### config.mk
export PLATFORM = sky130hd
export DESIGN_NAME = tx_nrzi_serializer
export DESIGN_NICKNAME = d
export VERILOG_FILES = /design/src/rtl/tx_nrzi_serializer.sv
export SDC_FILE = /design/constraint.sdc
export NUM_CORES = 1
export LEC_CHECK = 0
export ABC_AREA = 1
export CORE_AREA = 2 2 51 53
export CTS_CLUSTER_DIAMETER = 50
export CTS_CLUSTER_SIZE = 30
export DETAILED_ROUTE_END_ITERATION = 10
export DIE_AREA = 0 0 53 55
export HOLD_SLACK_MARGIN = 0.08
export PLACE_DENSITY = 0.86
export SETUP_SLACK_MARGIN = 0.5
export SYNTH_ARGS = -nofsm -noshare
export SYNTH_HDL_FRONTEND = slang
export SYNTH_SLANG_ARGS = --single-unit
export TNS_END_PERCENT = 50
### constraint.sdc
create_clock -name clk -period 5.08 [get_ports clk]
set_clock_uncertainty 0.2 [all_clocks]
set_input_delay 0.508 -clock clk [delete_from_list [all_inputs] [get_ports clk]]
set_output_delay 0.508 -clock clk [all_outputs]
set_load 0.02 [all_outputs]
### src/rtl/tx_nrzi_serializer.sv
// USB transmit serializer: takes parallel words over a valid/ready handshake,
// shifts them out one bit per strobe, inserts stuff zeros after a run of ones
// and NRZI-encodes the resulting bit stream onto the line.
module tx_nrzi_serializer #(
  parameter int DATA_WIDTH = 8,
  parameter int STUFF_RUN  = 6,
  parameter int SHIFT_MSB  = 0
) (
  input  logic                  clk,
  input  logic                  n_rst,
  input  logic [DATA_WIDTH-1:0] parallel_in,
  input  logic                  load_valid,
  output logic                  load_ready,
  input  logic                  bit_strobe,
  input  logic                  stuff_enable,
  input  logic                  nrzi_enable,
  output logic                  serial_out,
  output logic                  line_out,
  output logic                  stuffed,
  output logic                  word_done,
  output logic                  busy
);

  localparam int CW = $clog2(DATA_WIDTH);
  localparam int OW = $clog2(STUFF_RUN + 1);
  localparam logic [CW-1:0] LAST_BIT = CW'(DATA_WIDTH - 1);
  localparam logic [OW-1:0] RUN_MAX  = OW'(STUFF_RUN);

  typedef enum logic [1:0] {
    IDLE,
    SHIFT,
    TAIL_STUFF
  } state_t;

  state_t                state_q, state_d;
  logic [DATA_WIDTH-1:0] sr_q, sr_d;
  logic [CW-1:0]         bit_cnt_q, bit_cnt_d;
  logic [OW-1:0]         ones_cnt_q, ones_cnt_d;
  logic                  serial_q, serial_d;
  logic                  line_q, line_d;
  logic                  stuffed_q, stuffed_d;
  logic                  word_done_q, word_done_d;

  logic                  lastBit;
  logic                  stuffNow;
  logic                  accept;
  logic                  dataBit;
  logic [DATA_WIDTH-1:0] srShifted;
  logic [OW-1:0]         onesNext;
  logic                  emit;
  logic                  emitBit;

  // Handshake and data-path helpers: the next word may be taken either from
  // IDLE or on the strobe that emits the final data bit, so words abut.
  always_comb begin
    lastBit    = (bit_cnt_q == LAST_BIT);
    stuffNow   = stuff_enable && (ones_cnt_q == RUN_MAX);
    load_ready = (state_q == IDLE) ||
                 ((state_q == SHIFT) && bit_strobe && lastBit && !stuffNow);
    accept     = load_valid && load_ready;
    if (SHIFT_MSB != 0) begin
      dataBit   = sr_q[DATA_WIDTH-1];
      srShifted = {sr_q[DATA_WIDTH-2:0], 1'b1};
    end else begin
      dataBit   = sr_q[0];
      srShifted = {1'b1, sr_q[DATA_WIDTH-1:1]};
    end
  end

  // Next-state logic: picks stuff or data bit per strobe, tracks the ones run
  // across word boundaries, and encodes each emitted bit onto the line.
  always_comb begin
    state_d     = state_q;
    sr_d        = sr_q;
    bit_cnt_d   = bit_cnt_q;
    ones_cnt_d  = ones_cnt_q;
    serial_d    = serial_q;
    line_d      = line_q;
    stuffed_d   = stuffed_q;
    word_done_d = 1'b0;
    onesNext    = ones_cnt_q;
    emit        = 1'b0;
    emitBit     = 1'b1;

    case (state_q)
      IDLE: begin
        if (accept) begin
          sr_d      = parallel_in;
          bit_cnt_d = '0;
          state_d   = SHIFT;
        end
      end
      SHIFT: begin
        if (bit_strobe) begin
          emit = 1'b1;
          if (stuffNow) begin
            emitBit    = 1'b0;
            stuffed_d  = 1'b1;
            ones_cnt_d = '0;
          end else begin
            emitBit   = dataBit;
            stuffed_d = 1'b0;
            if (!dataBit) begin
              onesNext = '0;
            end else if (ones_cnt_q != RUN_MAX) begin
              onesNext = ones_cnt_q + 1'b1;
            end
            ones_cnt_d = onesNext;
            sr_d       = srShifted;
            bit_cnt_d  = bit_cnt_q + 1'b1;
            if (lastBit) begin
              word_done_d = 1'b1;
              bit_cnt_d   = '0;
              if (accept) begin
                sr_d = parallel_in;
              end else if (stuff_enable && (onesNext == RUN_MAX)) begin
                state_d = TAIL_STUFF;
              end else begin
                state_d    = IDLE;
                ones_cnt_d = '0;
              end
            end
          end
        end
      end
      TAIL_STUFF: begin
        if (bit_strobe) begin
          emit       = 1'b1;
          emitBit    = 1'b0;
          stuffed_d  = 1'b1;
          ones_cnt_d = '0;
          state_d    = IDLE;
        end
      end
      default: begin
        state_d    = IDLE;
        ones_cnt_d = '0;
      end
    endcase

    if (emit) begin
      serial_d = emitBit;
      if (nrzi_enable) begin
        line_d = emitBit ? line_q : ~line_q;
      end else begin
        line_d = emitBit;
      end
    end
  end

  // State and output registers; reset parks the line at J with an all-ones
  // shift register so an aborted word leaves nothing behind.
  always_ff @(posedge clk or negedge n_rst) begin
    if (!n_rst) begin
      state_q     <= IDLE;
      sr_q        <= '1;
      bit_cnt_q   <= '0;
      ones_cnt_q  <= '0;
      serial_q    <= 1'b1;
      line_q      <= 1'b1;
      stuffed_q   <= 1'b0;
      word_done_q <= 1'b0;
    end else begin
      state_q     <= state_d;
      sr_q        <= sr_d;
      bit_cnt_q   <= bit_cnt_d;
      ones_cnt_q  <= ones_cnt_d;
      serial_q    <= serial_d;
      line_q      <= line_d;
      stuffed_q   <= stuffed_d;
      word_done_q <= word_done_d;
    end
  end

  assign serial_out = serial_q;
  assign line_out   = line_q;
  assign stuffed    = stuffed_q;
  assign word_done  = word_done_q;
  assign busy       = (state_q != IDLE);

endmodule

==> flow_metrics.py <==
metrics = {
    "status": {
        "status": "complete, no violations",
    },
    "grt": {
        "grt_pass1_vias": 979,
        "met3_usage_pct": 2.42,
        "global_route.usage.total_pct": 19.4,
        "grt_pass1_wl_um": 4120,
        "maximum_number_of_pins_on_one_net_before_global_route_repair": 21,
        "grt-busiest-layer": "met2",
        "gr-total-overflow": 0,
        "groute.layer.met1.usage_pct": 24.4,
        "antenna_found_initial": 0,
        "globalRouteMet2Util_pct": 33.3,
    },
    "worst_setup_path": {
        "crit_chain": "inv_1, ha_1, nand2_2, nor2_2, nand2_2, nand2_4, clkdlybuf4s50_1",
        "timing.reg2reg.setup_slack_ns": 2.84,
        "crit_top_cell": "nand2_2",
        "critical_path.reg2reg.endpoint": "bit_cnt_q[0]",
        "setup.worst_path.start_class": "flop",
        "reg_to_reg_critical_path_startpoint": "state_q[1]",
        "end_kind": "output pin",
        "top_delay_family_on_crit_path": "buffers and inverters",
        "worst_reg_to_reg_path_cell_count": 8,
        "arrival_ns": 2.31,
        "critical_path.max_stage_delay_ns": 0.60,
        "crit_path_max_fanout": 10,
        "critical_path_class": "reg2out",
        "crit_required_ns": 4.37,
        "crit_path_top_delay_cell": "clkdlybuf4s50_1",
        "cp.buffers_inverters": 2,
    },
    "clock_network": {
        "cts_tree": "yes",
        "clk_pin_slew_worst_paths_ns": 0.12,
        "clock_sinks": 20,
        "cts_inserted_buffers": 3,
        "clock_insertion_delay_worst_skew_ns": 0.32,
        "clockBufferDepth": 2,
        "cts_repair_resize_count": 0,
        "post_cts_buffers": 0,
        "cts.hold.buffers_added": 0,
        "clockRootBuffer": "clkbuf_4",
        "htreeDepth": 1,
    },
    "timing": {
        "fin_setup_tns_ns": 0,
        "max_clock_freq_mhz": 331,
        "timing.max_slew.rel_slack_pct": 40.3,
        "final_max_slew_viol_count": 0,
        "final.period_utilization_pct": 59.4,
        "final-hold-violation-count": 0,
        "final_period_minus_worst_setup_slack_ns": 3.02,
        "finalSetupViolations": 0,
        "setup_slack_ns": 2.06,
        "worst_margin_pin_slew_ns": 0.893,
        "grt_setup_unrepaired": "false",
    },
    "logic_synthesis": {
        "post-synth-top-area-fraction_pct": 20.7,
        "synth_fp_nets": 187,
        "yosys.cell_count.top_type": "nand2_1",
        "synth_cells": 166,
        "synth-edff-count": 0,
        "synth_area_leader_cell": "dfstp_2",
        "synth.cell_area_um2": 1270,
        "synth.yosys.seq_area_share_pct": 40.5,
        "synth_warnings": 0,
        "asyncSetResetFlopFracSynth_pct": 100,
        "synthTopCellsByCount": "nand2_1, inv_1, nand3_1",
        "postSynth.topFlopCell": "dfstp_2",
        "postSynthRegisterBits": 20,
        "syn_area_per_cell_um2": 7.64,
        "synth_cell_types": 23,
        "synth.top_cells.by_area": "dfstp_2, dfrtp_1, nand2_1",
    },
    "routing": {
        "detail-route-antenna-nets": 0,
        "drt_drc_violations_left": 0,
        "routed_via_density": 5.08,
        "via_count": 1102,
        "routedWlPerCell_um": 11.5,
        "drt-pass1-iter-count": 4,
        "drt-total-wl_um": 2500,
        "drt-initial-drc-count": 47,
    },
    "placement": {
        "routabilityCongestion": 0.834,
        "pre_cts_slack_ns": 2.38,
        "io_buffer_count": 19,
        "numPlacedInstances": 213,
        "hpwlAfterDp_um": 1900,
    },
    "floorplan": {
        "effective_utilization_at_floorplan_pct": 53.6,
        "floorplan.rows": 18,
        "die_width_um": 53,
        "floorplan.die_area_um2": 2920,
        "boundaryPins": 20,
        "fp.dieH_um": 55,
        "placeableCoreArea_um2": 2360,
    },
    "job": {
        "timing.max_cap.violations": 0,
    },
    "min_path": {
        "hold_path_end": "sr_q[3]",
        "worst_hold_path.num_cells": 2,
        "worst_hold_path_type": "reg2reg",
        "hold_path_startpoint": "sr_q[3]",
    },
    "final_layout": {
        "drive_above_1_share_pct": 16.0,
        "area_growth_pct": 20.6,
        "postLayoutCoreUtil_pct": 64.7,
        "antennaDiodeCount": 0,
        "stdcell_count": 217,
        "layout.nets": 209,
    },
    "power": {
        "power_density_over_the_cells_nw_per_um2": 539,
        "total_leakage_power_nw": 0.781,
        "irDropWorstVdd_mv": 0.358,
    },
}
## layout by cell type (no fill, tap or decap), drive strengths merged
cell type and instances:
ha 7, a21oi 2, nor4 1, bufinv 1
clkdlybuf4s50 19, o31ai 1, or2 1, dfrtp 10
clkbuf 3, o21ai 12, clkinv 1, inv 29
nor2 13, o21a 2, xor2 2, dfstp 10
nand3 22, nand2 51
## worst max-delay path by stage
stage / startpoint / end / slack (ns) / cells after the start
final: state_q[1] / load_ready / 2.06 / 7
after global placement: bit_strobe / load_ready / 2.40 / 6
after CTS: state_q[1] / load_ready / 2.05 / 7
after detailed placement: bit_strobe / load_ready / 2.38 / 6
after global routing: state_q[1] / load_ready / 1.93 / 7
after floorplan: bit_cnt_q[0] / state_q[0] / 3.26 / 12
## layer usage
layer,wire (um),vias up
met1,1100,518
met5,0,-
li1,-,558
met4,49,0
met2,1260,21
met3,92,5
## area by class of cell
| class | instances | area (um2) |
|---|---|---|
| clock inverter | 1 | 30.0 |
| clock buffer | 3 | 22.5 |
| tap | 30 | 37.5 |
| fill | 194 | 836 |
| sequential | 20 | 513 |
| inverter | 30 | 113 |
| multi-input combinational | 114 | 623 |
| timing repair buffer | 19 | 190 |
## power by group
group | total [W] | switching, W | leakage (nW) | internal (W)
Sequential | 0.000282 | 0.0000343 | 0.239 | 0.000248
Clock | 0.000135 | 0.0000552 | 0.0279 | 0.0000799
Combinational | 0.000408 | 0.000253 | 0.514 | 0.000155
Total | 0.000825 | 0.000342 | 0.781 | 0.000482
## worst reg2reg max path, stage by stage (launching register included)
cell     delay, ns
dfrtp_1       0.42
inv_1         0.09
ha_1          0.49
inv_2         0.14
a21oi_1       0.20
nand2_2       0.19
inv_2         0.21
o21ai_1       0.09
o21a_1        0.11
## through the flow
stage	instance area (um2)	hold slack, ns	total power [W]
finish	1530	0.279	0.000825
global route	1530	0.302	0.000890
CTS	1530	0.280	0.000832
detailed placement	1480	0.260	0.000695
global placement	1480	0.255	0.000679
floorplan	1270	0.0124	0.000598
## cell families (layout without fill, tap and decap cells)
logic type      after synthesis  in the layout  share of synthesized area, %
flops                        20             20                          40.5
fa+ha+maj                     7              7                          6.91
xor+xnor                      2              2                          1.38
buf+inv                      32             53                          10.4
simple gates                 88             88                          33.6
compound gates               17             17                          7.30
## registers in the layout, indices dropped and copies added, names as in the netlist
register / cells
bit_cnt_q: 3
line_out: 1
ones_cnt_q: 3
serial_out: 1
sr_q: 8
state_q: 2
stuffed: 1
word_done: 1
Note: power is estimated with default switching activity, not from simulation.
